<file path="config.mk">
export PLATFORM = sky130hd
export DESIGN_NAME = dual_port_ram_arbiter
export DESIGN_NICKNAME = d
export VERILOG_FILES = /design/src/rtl/dual_port_ram_arbiter_pkg.sv /design/src/rtl/dual_port_ram_arbiter_rr_two_pick.sv /design/src/rtl/dual_port_ram_arbiter.sv
export SDC_FILE = /design/constraint.sdc
export NUM_CORES = 1
export LEC_CHECK = 0
export BUFFER_PORTS_ARGS = -buffer_cell sky130_fd_sc_hd__clkbuf_2
export CORE_AREA = 3 3 233 235
export CTS_CLUSTER_DIAMETER = 60
export DETAILED_ROUTE_END_ITERATION = 8
export DIE_AREA = 0 0 236 238
export HOLD_SLACK_MARGIN = 0.12
export PLACE_DENSITY = 0.4
export SYNTH_ARGS = -nofsm -noshare
export SYNTH_HDL_FRONTEND = slang
export SYNTH_SLANG_ARGS = --single-unit
</file>
<file path="constraint.sdc">
create_clock -name clock -period 5.01 [get_ports clock]
set_input_delay 0.501 -clock clock [delete_from_list [all_inputs] [get_ports clock]]
set_output_delay 0.501 -clock clock [all_outputs]
set_load 0.005 [all_outputs]
</file>
<file path="src/rtl/dual_port_ram_arbiter_pkg.sv">
`default_nettype none
// ============================================================================
//  Module      : dual_port_ram_arbiter_pkg
//  Description : Shared definitions for the dual-port RAM arbiter: requester
//                id width helper and the values driven onto an idle RAM port.
//  Revision    : 1.0 - initial release
// ============================================================================
package dual_port_ram_arbiter_pkg;

    // Value placed on the write-enable of a RAM port that serves nobody.
    // Address and write data of an idle port are driven to all-zero.
    localparam logic IDLE_WE = 1'b0;

    // Number of bits needed to hold a requester index 0..n-1 (at least 1).
    function automatic int id_width(input int n);
        return (n <= 2) ? 1 : $clog2(n);
    endfunction

endpackage : dual_port_ram_arbiter_pkg
`default_nettype wire

</file>
<file path="src/rtl/dual_port_ram_arbiter_rr_two_pick.sv">
`default_nettype none
// ============================================================================
//  Module      : rr_two_pick
//  Description : Purely combinational round-robin selector that picks up to
//                two requesters per cycle, starting the scan at rr_ptr_i.
//                The first requester found goes to port 0; the next one goes
//                to port 1 unless the pair is marked as conflicting.
//  Ports       : req_i       - request valid per requester
//                rr_ptr_i    - requester index where the scan starts
//                conflict_i  - row-major NUM_REQ x NUM_REQ matrix; bit
//                              [a*NUM_REQ+b] set means a and b must not be
//                              served together
//                p0_valid_o/p0_id_o - port 0 selection
//                p1_valid_o/p1_id_o - port 1 selection
//  Revision    : 1.0 - initial release
// ============================================================================
module rr_two_pick #(
    parameter int NUM_REQ = 4,
    parameter int ID_W    = 2
) (
    input  logic [NUM_REQ-1:0]         req_i,
    input  logic [ID_W-1:0]            rr_ptr_i,
    input  logic [NUM_REQ*NUM_REQ-1:0] conflict_i,
    output logic                       p0_valid_o,
    output logic [ID_W-1:0]            p0_id_o,
    output logic                       p1_valid_o,
    output logic [ID_W-1:0]            p1_id_o
);

    logic [ID_W:0]    sum;
    logic [ID_W-1:0]  idx;
    logic             p0_found;
    logic [ID_W-1:0]  p0_id;
    logic             p1_found;
    logic [ID_W-1:0]  p1_id;
    logic [NUM_REQ-1:0] conf_row;

    always_comb begin
        sum      = '0;
        idx      = '0;
        p0_found = 1'b0;
        p0_id    = '0;
        p1_found = 1'b0;
        p1_id    = '0;
        conf_row = '0;

        // Walk rr_ptr, rr_ptr+1, ... modulo NUM_REQ; one extra bit on the
        // sum keeps the wrap correct for non-power-of-two NUM_REQ.
        for (int k = 0; k < NUM_REQ; k++) begin
            sum = {1'b0, rr_ptr_i} + (ID_W+1)'(k);
            if (sum >= (ID_W+1)'(NUM_REQ)) begin
                sum = sum - (ID_W+1)'(NUM_REQ);
            end
            idx = sum[ID_W-1:0];
            if (req_i[idx]) begin
                if (!p0_found) begin
                    p0_found = 1'b1;
                    p0_id    = idx;
                end else if (!p1_found) begin
                    p1_found = 1'b1;
                    p1_id    = idx;
                end
            end
        end

        // Only the second candidate is ever examined; a conflicting pair
        // leaves port 1 idle rather than searching for a third requester.
        for (int j = 0; j < NUM_REQ; j++) begin
            if (p0_id == ID_W'(j)) begin
                conf_row = conflict_i[j*NUM_REQ +: NUM_REQ];
            end
        end

        p0_valid_o = p0_found;
        p0_id_o    = p0_id;
        p1_valid_o = p1_found && !conf_row[p1_id];
        p1_id_o    = p1_id;
    end

endmodule : rr_two_pick
`default_nettype wire

</file>
<file path="src/rtl/dual_port_ram_arbiter.sv">
`default_nettype none
// ============================================================================
//  Module      : dual_port_ram_arbiter
//  Description : Shares one dual-port RAM among NUM_REQ requesters. Up to two
//                requests are granted per cycle in round-robin order, pairs
//                touching the same address with a write are split across
//                cycles, and the RAM's registered read data is routed back to
//                the issuing requester one cycle after grant.
//  Ports       : clock, reset           - clock, synchronous active-high reset
//                req/req_we/req_address/req_data - flattened requester inputs
//                grant                  - combinational accept per requester
//                resp_valid/resp_data   - response one cycle after grant
//                ram_*0 / ram_*1        - RAM port 0 / port 1 connections
//  Revision    : 1.0 - initial release
// ============================================================================
module dual_port_ram_arbiter
    import dual_port_ram_arbiter_pkg::*;
#(
    parameter int DATA_WIDTH    = 32,
    parameter int ADDRESS_WIDTH = 32,
    parameter int NUM_REQ       = 4
) (
    input  logic                             clock,
    input  logic                             reset,
    input  logic [NUM_REQ-1:0]               req,
    input  logic [NUM_REQ-1:0]               req_we,
    input  logic [NUM_REQ*ADDRESS_WIDTH-1:0] req_address,
    input  logic [NUM_REQ*DATA_WIDTH-1:0]    req_data,
    output logic [NUM_REQ-1:0]               grant,
    output logic [NUM_REQ-1:0]               resp_valid,
    output logic [NUM_REQ*DATA_WIDTH-1:0]    resp_data,
    output logic                             ram_we0,
    output logic                             ram_we1,
    output logic [ADDRESS_WIDTH-1:0]         ram_address0,
    output logic [ADDRESS_WIDTH-1:0]         ram_address1,
    output logic [DATA_WIDTH-1:0]            ram_data_in0,
    output logic [DATA_WIDTH-1:0]            ram_data_in1,
    input  logic [DATA_WIDTH-1:0]            ram_data_out0,
    input  logic [DATA_WIDTH-1:0]            ram_data_out1
);

    localparam int ID_W = id_width(NUM_REQ);

    // ------------------------------------------------------------------
    // Pairwise conflict matrix: same full address and at least one write.
    // Computed for every pair so it does not depend on the port 0 choice.
    // ------------------------------------------------------------------
    logic [NUM_REQ*NUM_REQ-1:0] conflict;

    generate
        for (genvar gi = 0; gi < NUM_REQ; gi++) begin : g_conf_row
            for (genvar gj = 0; gj < NUM_REQ; gj++) begin : g_conf_col
                assign conflict[gi*NUM_REQ+gj] =
                    (req_address[gi*ADDRESS_WIDTH +: ADDRESS_WIDTH] ==
                     req_address[gj*ADDRESS_WIDTH +: ADDRESS_WIDTH]) &&
                    (req_we[gi] || req_we[gj]);
            end
        end
    endgenerate

    // ------------------------------------------------------------------
    // Round-robin pick
    // ------------------------------------------------------------------
    logic [ID_W-1:0] rr_ptr_q, rr_ptr_d;
    logic            p0_valid, p1_valid;
    logic [ID_W-1:0] p0_id, p1_id;

    rr_two_pick #(
        .NUM_REQ (NUM_REQ),
        .ID_W    (ID_W)
    ) u_pick (
        .req_i      (req),
        .rr_ptr_i   (rr_ptr_q),
        .conflict_i (conflict),
        .p0_valid_o (p0_valid),
        .p0_id_o    (p0_id),
        .p1_valid_o (p1_valid),
        .p1_id_o    (p1_id)
    );

    // Nothing is granted while reset is high, so the RAM never sees a write.
    logic p0_go, p1_go;
    assign p0_go = p0_valid && !reset;
    assign p1_go = p1_valid && !reset;

    // ------------------------------------------------------------------
    // Grant vector and RAM port muxes
    // ------------------------------------------------------------------
    always_comb begin
        grant        = '0;
        ram_we0      = IDLE_WE;
        ram_address0 = '0;
        ram_data_in0 = '0;
        ram_we1      = IDLE_WE;
        ram_address1 = '0;
        ram_data_in1 = '0;
        for (int i = 0; i < NUM_REQ; i++) begin
            if (p0_go && (p0_id == ID_W'(i))) begin
                grant[i]     = 1'b1;
                ram_we0      = req_we[i];
                ram_address0 = req_address[i*ADDRESS_WIDTH +: ADDRESS_WIDTH];
                ram_data_in0 = req_data[i*DATA_WIDTH +: DATA_WIDTH];
            end
            if (p1_go && (p1_id == ID_W'(i))) begin
                grant[i]     = 1'b1;
                ram_we1      = req_we[i];
                ram_address1 = req_address[i*ADDRESS_WIDTH +: ADDRESS_WIDTH];
                ram_data_in1 = req_data[i*DATA_WIDTH +: DATA_WIDTH];
            end
        end
    end

    // ------------------------------------------------------------------
    // Round-robin pointer: one past the last requester served this cycle
    // ------------------------------------------------------------------
    always_comb begin
        rr_ptr_d = rr_ptr_q;
        if (p1_go) begin
            rr_ptr_d = (p1_id == ID_W'(NUM_REQ-1)) ? '0 : p1_id + 1'b1;
        end else if (p0_go) begin
            rr_ptr_d = (p0_id == ID_W'(NUM_REQ-1)) ? '0 : p0_id + 1'b1;
        end
    end

    // ------------------------------------------------------------------
    // Port tracking: who each RAM port served, for the response next cycle
    // ------------------------------------------------------------------
    logic            port0_valid_q, port1_valid_q;
    logic [ID_W-1:0] port0_id_q, port1_id_q;

    always_ff @(posedge clock) begin
        if (reset) begin
            rr_ptr_q      <= '0;
            port0_valid_q <= 1'b0;
            port1_valid_q <= 1'b0;
            port0_id_q    <= '0;
            port1_id_q    <= '0;
        end else begin
            rr_ptr_q      <= rr_ptr_d;
            port0_valid_q <= p0_go;
            port1_valid_q <= p1_go;
            port0_id_q    <= p0_id;
            port1_id_q    <= p1_id;
        end
    end

    // ------------------------------------------------------------------
    // Response demux. Gating with reset drops a response whose grant was
    // captured just before reset rose.
    // ------------------------------------------------------------------
    always_comb begin
        resp_valid = '0;
        resp_data  = '0;
        for (int i = 0; i < NUM_REQ; i++) begin
            if (!reset && port0_valid_q && (port0_id_q == ID_W'(i))) begin
                resp_valid[i]                         = 1'b1;
                resp_data[i*DATA_WIDTH +: DATA_WIDTH] = ram_data_out0;
            end
            if (!reset && port1_valid_q && (port1_id_q == ID_W'(i))) begin
                resp_valid[i]                         = 1'b1;
                resp_data[i*DATA_WIDTH +: DATA_WIDTH] = ram_data_out1;
            end
        end
    end

endmodule : dual_port_ram_arbiter
`default_nettype wire

</file>
==> results of run 1 <==
-- state kept, by name, summed over array words and instances, names as in the netlist --
name,count
port1_id_q,2
port0_id_q,2
port1_valid_q,1
rr_ptr_q,2
port0_valid_q,1
-- cell usage in the layout (no fill, tap or decap), types with 4 or more instances in the layout --
cell | synthesis | routed
nand2_1 | 54 | 54
nor3_2 | 28 | 43
nor4_1 | 37 | 37
nand2b_1 | 8 | 8
a22o_1 | 129 | 129
a21oi_1 | 177 | 177
clkbuf_16 | 0 | 4
nand4_1 | 13 | 13
o21ai_0 | 15 | 14
nor3_1 | 48 | 30
a211o_1 | 33 | 33
xor2_1 | 159 | 159
clkbuf_2 | 0 | 592
xnor2_1 | 33 | 33
nor2_1 | 110 | 105
nand3_1 | 9 | 9
o211ai_1 | 4 | 4
dfxtp_1 | 8 | 7
and3_1 | 34 | 34
nor2_2 | 1 | 4
inv_2 | 2 | 4
nand3b_1 | 4 | 4
buf_12 | 0 | 4
inv_1 | 43 | 41
a22oi_1 | 31 | 31
a211oi_1 | 33 | 33
ha_1 | 10 | 5
or4_1 | 4 | 4
o22ai_1 | 33 | 33
a221oi_1 | 66 | 66
buf_6 | 4 | 5
buf_4 | 0 | 48
-- final timing paths --
check / from / end / slack, ns / cells past startpoint
setup / recovery: rr_ptr_q[0] / ram_data_in1[6] / 0.24 / 14
hold / removal: reset / port0_id_q[0] / 0.61 / 2
setup reg to reg: rr_ptr_q[0] / rr_ptr_q[0] / 0.93 / 17
hold reg to reg: rr_ptr_q[0] / rr_ptr_q[0] / 0.81 / 3
-- stage by stage --
step	utilization	instance area, µm²	worst slack (ns)	instances
final	0.244	12800	0.243	2518
after global routing	0.244	12800	0.0106	2518
after CTS	0.239	12500	0.0847	2512
after detailed placement	0.237	12500	0.0734	2509
after global placement	0.237	12500	0.0484	2509
after floorplan	-	8890	0.349	1373
-- metal layers --
| metal | part of all wire | vias to the layer above |
|---|---|---|
| met5 | 0.00073 | - |
| met4 | 0.037 | 6 |
| met3 | 0.063 | 100 |
| met2 | 0.50 | 659 |
| met1 | 0.40 | 6579 |
| li1 | - | 6046 |
-- kinds of logic (layout without fill, tap and decap cells) --
logic type / count (synthesis) / in the layout / share of synthesized area
buffers and inverters: 245 / 701 / 0.108
AO/OA/AOI/OAI: 542 / 542 / 0.438
AND/OR/NAND/NOR: 369 / 369 / 0.223
multiplexers: 7 / 7 / 0.00971
other: 0 / 1 / 0
flip-flops: 8 / 8 / 0.0180
adder cells (fa/ha/maj): 10 / 10 / 0.0141
XOR/XNOR: 192 / 192 / 0.189
-- critical path, delay by kind of cell, from the launching register on --
kind | cells | cell delay [ns]
and+or+nand+nor | 3 | 1.13
AOI/OAI and AO/OA | 4 | 1.18
adders and majority gates | 1 | 0.25
DFF | 1 | 0.38
buffers and inverters | 6 | 1.06
-- power by group --
part           internal [µW]  total (µW)  switching, µW  leakage [µW]
clock                    103         133           29.7     0.0000370
combinational           2740        7080           4340       0.00595
sequential              88.0         117           29.2     0.0000671
-- timing repair --
| action | in CTS | in global routing |
|---|---|---|
| setup buffers | 0 | 3 |
| resized for setup | 5 | 38 |
| cloned | 0 | 2 |
| pin swaps | 1 | 5 |
| setup endpoints to repair | 64 | 71 |
-- area by class of cell --
type,count,share of cell area
repair buffers,653,0.275
flip-flops and latches,8,0.0128
well taps,688,0.0674
multi-input cells,1120,0.626
clock buffers,3,0.00588
inverters,45,0.0132
diodes,1,0.000196
==> flow_metrics.tcl, run 1 <==
set metrics [dict create \
    ys_warn_count 0 \
    first_global_vias 13009 \
    grt-ovfl-total 0 \
    setup_viol 0 \
    ys_top_cells_by_count "177 x a21oi_1, 171 x clkbuf_1, 159 x xor2_1" \
    area_growth_pct 43.7 \
    critPathLaunchType "flip-flop" \
    grt_usage 0.226 \
    arrival_ns 4.27 \
    cp.required_ns 4.51 \
    tightest_slew_ns 0.873 \
    fmaxAchievable_ghz 0.210 \
    whs_ns 0.607 \
    synth_most_common_cell "a21oi_1" \
    synthesis.nets 1713 \
    grt.met3_usage 0.0379 \
    initial_core_util 0.170 \
    core_area_um2 52400 \
    syn_area_um2 8890 \
    power_leakage_uw 0.00605 \
    first_pass_iters 7 \
    post_route_cells_drive_above_1_share 0.403 \
    criticalPathCategory "flip-flop to primary output" \
    cts.clk_slew.worst_paths_ns 0.04 \
    clk_latency_ns 0.23 \
    syn_inst 1373 \
    slew_headroom 0.416 \
    grt_util_met2 0.416 \
    postRouteAntennaNets 0 \
    dp_hpwl_mm 57.0 \
    final-seq-area_um2 164 \
    drtIter0Drc 930 \
    grt_max_degree 67 \
    vias_per_cell 5.32 \
    rsz0062_at_grt "no" \
    synth_area_leaders "xor2_1 16%, a22o_1 13%, a21oi_1 10%" \
    slowest_delay_ns 0.53 \
    crit_path_max_fanout 31 \
    die_width_um 236 \
    cts_tree "yes" \
    ctsHoldBuffers 0 \
    grt_antenna_before_repair 4 \
    clock_skew_ns 0.00289 \
    cp_cell_sequence "buf_6, inv_2, or4_1, a32o_1, o211ai_1, a21o_1, inv_1, ha_1, or2_2, buf_12, buf_4, a221oi_1, nor3_2, clkbuf_2" \
    h-tree-depth 1 \
    ys_seq_elements 8 \
    status "completed" \
    nets 2171 \
    tns_ns 0 \
    power_density_nw_per_um2 574 \
    cts_buffers 3 \
    die_h_um 238 \
    max_cap_viol_count 0 \
    yosysSeqAreaShare 0.0180 \
    peakVddDrop_v 0.000495 \
    synth_cell_types 62 \
    end_kind "primary output" \
    pin_count 596 \
    async_reset_ff_frac 0 \
    top_usage_layer "met2" \
    num_vias 13390 \
    clock-root-buffer "clkbuf_16" \
    grt_use_met1 0.270 \
    slowest_stage "or4_1" \
    hold_viol_final 0 \
    multi_input_area_um2 8000 \
    fill_cells 5995 \
    rows 84 \
    slew_viol_final 0 \
    synth_largest_area_cell "xor2_1" \
    finalCritPeriodShare 0.951 \
    numClockSinks 8 \
    remaining_drc_errors 0 \
    period_needed_ns 4.77 \
    place.gp.congestion 0.954 \
    io_buffers 595 \
    finalPower_uw 7330 \
    hp-class "input pin to flip-flop" \
    ys.flop_type "dfxtp_1" \
    die_area_um2 56200 \
    synth_top_area_share 0.157 \
    clock_tree.buffer_depth 2 \
    wl_per_cell_um 27.6 \
    grt_pass1_wl_mm 95.2 \
    synth_edf_count 0 \
    syn_area_per_cell_um2 6.47 \
    drt_wl_total_mm 69.5 \
]
No activity file was read; power rests on OpenSTA's default activity.
==> run 2, diff against run 1 <==
--- a/config.mk
+++ b/config.mk
@@ -9,4 +9,5 @@
 export CORE_AREA = 3 3 233 235
 export CTS_CLUSTER_DIAMETER = 60
+export CTS_CLUSTER_SIZE = 10
 export DETAILED_ROUTE_END_ITERATION = 8
 export DIE_AREA = 0 0 236 238
==> constraint.sdc (replaced) <==
create_clock -name clock -period 5.01 [get_ports clock]
set_input_delay 0.501 -clock clock [delete_from_list [all_inputs] [get_ports clock]]
set_output_delay 0.501 -clock clock [all_outputs]
set_load 0.01 [all_outputs]
==> flow_metrics.tcl, run 2 (synthesis gave the netlist of run 1 again) <==
set metrics [dict create \
    power_density_nw_per_um2 595 \
    drt_wl_total_mm 69.6 \
    dp_hpwl_mm 56.8 \
    tightest_slew_ns 0.893 \
    end_kind "primary output" \
    peakVddDrop_v 0.000339 \
    place_ws_ns 0.111 \
    io_buffers 595 \
    die_width_um 236 \
    period_needed_ns 4.87 \
    nets 2171 \
    cts_tree "yes" \
    max_cap_viol_count 0 \
    setup_viol 0 \
    first_global_vias 13001 \
    core_area_um2 52400 \
    mostFrequentLayoutCells "594 x clkbuf_2, 177 x a21oi_1, 159 x xor2_1" \
    grt_antenna_before_repair 6 \
    drtIter0Drc 964 \
    arrival_ns 4.37 \
    clock_tree.buffer_depth 2 \
    ctsHoldBuffers 0 \
    h-tree-depth 1 \
    fin_area_um2 12700 \
    die_h_um 238 \
    die_area_um2 56200 \
    cts.clk_slew.worst_paths_ns 0.03 \
    clk_latency_ns 0.23 \
    numClockSinks 8 \
    final_common_cell "clkbuf_2" \
    cp.required_ns 4.51 \
    num_vias 13392 \
    criticalPathCategory "flip-flop to primary output" \
    grt-ovfl-total 0 \
    hp-class "input pin to flip-flop" \
    top_regs "port0_id_q: 2 flops, port1_id_q: 2 flops, rr_ptr_q: 2 flops" \
    critPathLaunchType "flip-flop" \
    status "completed" \
    clock-root-buffer "clkbuf_16" \
    wl_per_cell_um 27.6 \
    power_leakage_uw 0.00603 \
    clock_skew_ns 0.000441 \
    slew_headroom 0.403 \
    grt_max_degree 68 \
    cts_buffers 3 \
    hold_viol_final 0 \
    pin_count 596 \
    finalCritPeriodShare 0.973 \
    place.gp.congestion 0.959 \
    initial_core_util 0.170 \
    grt_usage 0.228 \
    remaining_drc_errors 0 \
    area_growth_pct 42.7 \
    layout_setup_ws_ns 0.135 \
    post_route_cells_drive_above_1_share 0.397 \
    crit_path_max_fanout 12 \
    rows 84 \
    slew_viol_final 0 \
    grt_pass1_wl_mm 96.0 \
    placed_cell_area_um2 12500 \
    vias_per_cell 5.31 \
    fmaxAchievable_ghz 0.205 \
    postRouteAntennaNets 0 \
    first_pass_iters 5 \
    tns_ns 0 \
]
run 2: cell count changes in the layout (fill, tap and decap cells not counted), sizes merged:
cell	delta
clkbuf	+2
buf	-2
diode	+2
run 2: where the power goes:
group          internal (µW)  total (µW)  switching, µW
Combinational           2700        7300           4610
Clock                    103         131           28.2
Sequential              88.0         116           28.2
Total                   2890        7550           4660
run 2: final timing paths:
| path | slack, ns | end | from | cells after the start |
|---|---|---|---|---|
| worst min register to register | 0.74 | rr_ptr_q[0] | rr_ptr_q[0] | 3 |
| worst max-delay path | 0.14 | ram_data_in1[30] | rr_ptr_q[0] | 17 |
| worst min-delay path | 0.59 | rr_ptr_q[0] | reset | 2 |
| worst max register to register | 0.89 | rr_ptr_q[0] | rr_ptr_q[0] | 18 |
run 2: layout make-up:
cell class	count	area, µm²
Fill cell	6069	39800
Multi-Input combinational cell	1120	7910
Timing Repair Buffer	653	3500
Tap cell	688	861
Inverter	45	169
Sequential cell	8	164
Clock buffer	3	75.1
Antenna cell	3	7.51
run 2: layer usage:
metal  up-vias  GRT usage  share of wire
li1       6049          -              -
met1      6576      0.272           0.39
met2       678      0.415           0.50
met3        83     0.0432          0.074
met4         6     0.0623          0.034
met5         -          0        0.00069
run 2: worst max-delay path, stage by stage, from the launching register on:
cell       delay [ns]
dfxtp_4          0.38
mux2_2           0.35
mux2_4           0.31
ha_1             0.28
mux2i_1          0.19
nand2_1          0.07
and3_1           0.18
a31oi_1          0.19
buf_4            0.18
ha_4             0.19
or3b_2           0.46
nor4bb_2         0.20
nor4b_4          0.35
nor2_4           0.09
buf_4            0.18
clkbuf_16        0.19
nor3_1           0.19
clkbuf_2         0.16
run 2: metrics by stage:
stage | hold WS (ns) | cells | total power, µW | utilization
after global routing | 0.629 | 2518 | 8160 | 0.242
after CTS | 0.588 | 2512 | 7340 | 0.239
after global placement | 0.823 | 2509 | 7220 | 0.237
after detailed placement | 0.798 | 2509 | 7170 | 0.237
after floorplan | 0.722 | 1373 | 4500 | -
final | 0.586 | 2520 | 7550 | 0.242
run 2: repair_timing:
action                                 in CTS  in global routing
endpoints found under the hold margin       0                  0
gates resized for setup                     1                 18
buffers inserted                            0                  3
setup endpoints to repair                  42                 67
gates cloned                                0                  2
pin swaps                                   0                  2
==> run 3, diff against run 2 <==
- CELL_PAD_IN_SITES_DETAIL_PLACEMENT: unset -> 1
- CELL_PAD_IN_SITES_GLOBAL_PLACEMENT: unset -> 2
- CORE_AREA: 3 3 233 235 -> 3 3 229 231
- DIE_AREA: 0 0 236 238 -> 0 0 232 234
- PLACE_DENSITY: 0.4 -> 0.73
==> flow_metrics.tcl, run 3 (synthesis gave the netlist of run 1 again) <==
set metrics [dict create \
    peakVddDrop_v 0.000463 \
    min_path_cells 2 \
    fin_area_um2 12800 \
    swShare 0.607 \
    nets 2186 \
    reg2reg_depth 17 \
    whs_ns 0.632 \
    cts.clk_slew.worst_paths_ns 0.04 \
    critPathLaunchType "flip-flop" \
    end_kind "primary output" \
    die_width_um 232 \
    status "completed" \
    switching_power_uw 4680 \
    io_buffers 595 \
    max_cap_viol_count 0 \
    cts_buffers 3 \
    power_leakage_uw 0.00612 \
    post_route_cells_drive_above_1_share 0.403 \
    grt_usage 0.238 \
    drtIter0Drc 773 \
    slew_headroom 0.431 \
    mostFrequentLayoutCells "594 x clkbuf_2, 177 x a21oi_1, 159 x xor2_1" \
    final_util 0.255 \
    drt_wl_total_mm 69.6 \
    rsz0062_at_grt "no" \
    fmaxAchievable_ghz 0.206 \
    vias_per_cell 5.36 \
    p_int_uw 3020 \
    clock_skew_ns 0.00233 \
    cp.required_ns 4.51 \
    crit_path_max_fanout 10 \
    area_growth_pct 44.4 \
    top_regs "port0_id_q: 2 flops, port1_id_q: 2 flops, rr_ptr_q: 2 flops" \
    hold_viol_final 0 \
    finalPower_uw 7700 \
    num_vias 13484 \
    rows 82 \
    first_global_vias 13556 \
    hp-class "input pin to flip-flop" \
    remaining_drc_errors 0 \
    initial_core_util 0.177 \
    dp_hpwl_mm 57.2 \
    criticalPathCategory "flip-flop to primary output" \
    h-tree-depth 1 \
    placed_cell_area_um2 12500 \
    rrSetupSlack_ns 0.74 \
    wl_per_cell_um 27.7 \
    setup_viol 0 \
    slew_viol_final 0 \
    cts_tree "yes" \
    die_h_um 234 \
    final_common_cell "clkbuf_2" \
    place.gp.congestion 0.931 \
    core_area_um2 50300 \
    first_pass_iters 5 \
    clock-root-buffer "clkbuf_16" \
    postRouteAntennaNets 0 \
    power_frac_clock 0.017 \
    grt_max_degree 96 \
    die_area_um2 54300 \
    grt_pass1_wl_mm 97.1 \
    arrival_ns 4.35 \
    period_needed_ns 4.85 \
    tightest_slew_ns 0.845 \
    finalCritPeriodShare 0.968 \
    grt-ovfl-total 0 \
    grt_antenna_before_repair 3 \
    combPwrFrac 0.968 \
    power_density_nw_per_um2 600 \
    clk_latency_ns 0.23 \
    p_seq_frac 0.015 \
    clock_tree.buffer_depth 2 \
    pin_count 596 \
    numClockSinks 8 \
]
==> run 3: final timing paths <==
kind                    start               end
hold / removal          reset     port1_id_q[0]
setup reg to reg  rr_ptr_q[0]       rr_ptr_q[0]
hold reg to reg   rr_ptr_q[0]       rr_ptr_q[0]
setup / recovery  rr_ptr_q[0]  ram_data_in1[24]
==> run 3: cell type report <==
type	instances	area, µm²
Multi-Input combinational cell	1120	7920
Timing Repair Buffer	668	3660
Inverter	45	169
Sequential cell	8	164
Tap cell	672	841
Clock buffer	3	75.1
Antenna cell	1	2.50
Fill cell	6381	37400
==> run 3: critical path, cell delays in order, from the launching register on <==
cell	delay, ns
dfxtp_4	0.38
mux2_2	0.35
mux2_4	0.30
ha_1	0.27
mux2i_1	0.19
nand2_1	0.09
and3_4	0.19
a31oi_4	0.20
buf_6	0.15
ha_4	0.19
or3b_2	0.44
nor4bb_2	0.19
nor4b_4	0.31
nor2_4	0.08
buf_12	0.16
buf_12	0.14
buf_4	0.13
nor3_2	0.16
clkbuf_2	0.17
==> run 3: timing repair <==
| item | in CTS | in global routing |
|---|---|---|
| endpoints found under the setup margin | 69 | 69 |
| pin swaps | 3 | 5 |
| gates cloned | 0 | 1 |
| buffers inserted | 1 | 13 |
| resized for setup | 7 | 21 |
| hold buffers | 0 | 0 |
==> run 3: power by group through the flow <==
stage	Sequential (µW)	Clock, µW	Combinational [µW]
2_1_floorplan	104	0	4400
3_3_place_gp	113	0	7090
3_5_place_dp	115	0	7140
4_1_cts	116	135	7210
5_1_grt	121	139	8130
6_report	117	133	7450
==> run 3: metrics by stage <==
stage               setup TNS, ns  worst slack, ns  cells
finish                          0            0.160   2517
global route                    0           0.0110   2517
CTS                             0           0.0499   2502
detailed placement          -3.12           -0.150   2498
global placement                0           0.0232   2498
floorplan                       0            0.293   1373
==> run 3: layer usage <==
| metal | vias to the layer above | routed length, µm | GRT usage |
|---|---|---|---|
| met5 | - | 27 | 0 |
| li1 | 6080 | - | - |
| met3 | 63 | 3890 | 0.0285 |
| met1 | 6717 | 28800 | 0.295 |
| met2 | 620 | 34800 | 0.437 |
| met4 | 4 | 2090 | 0.0575 |
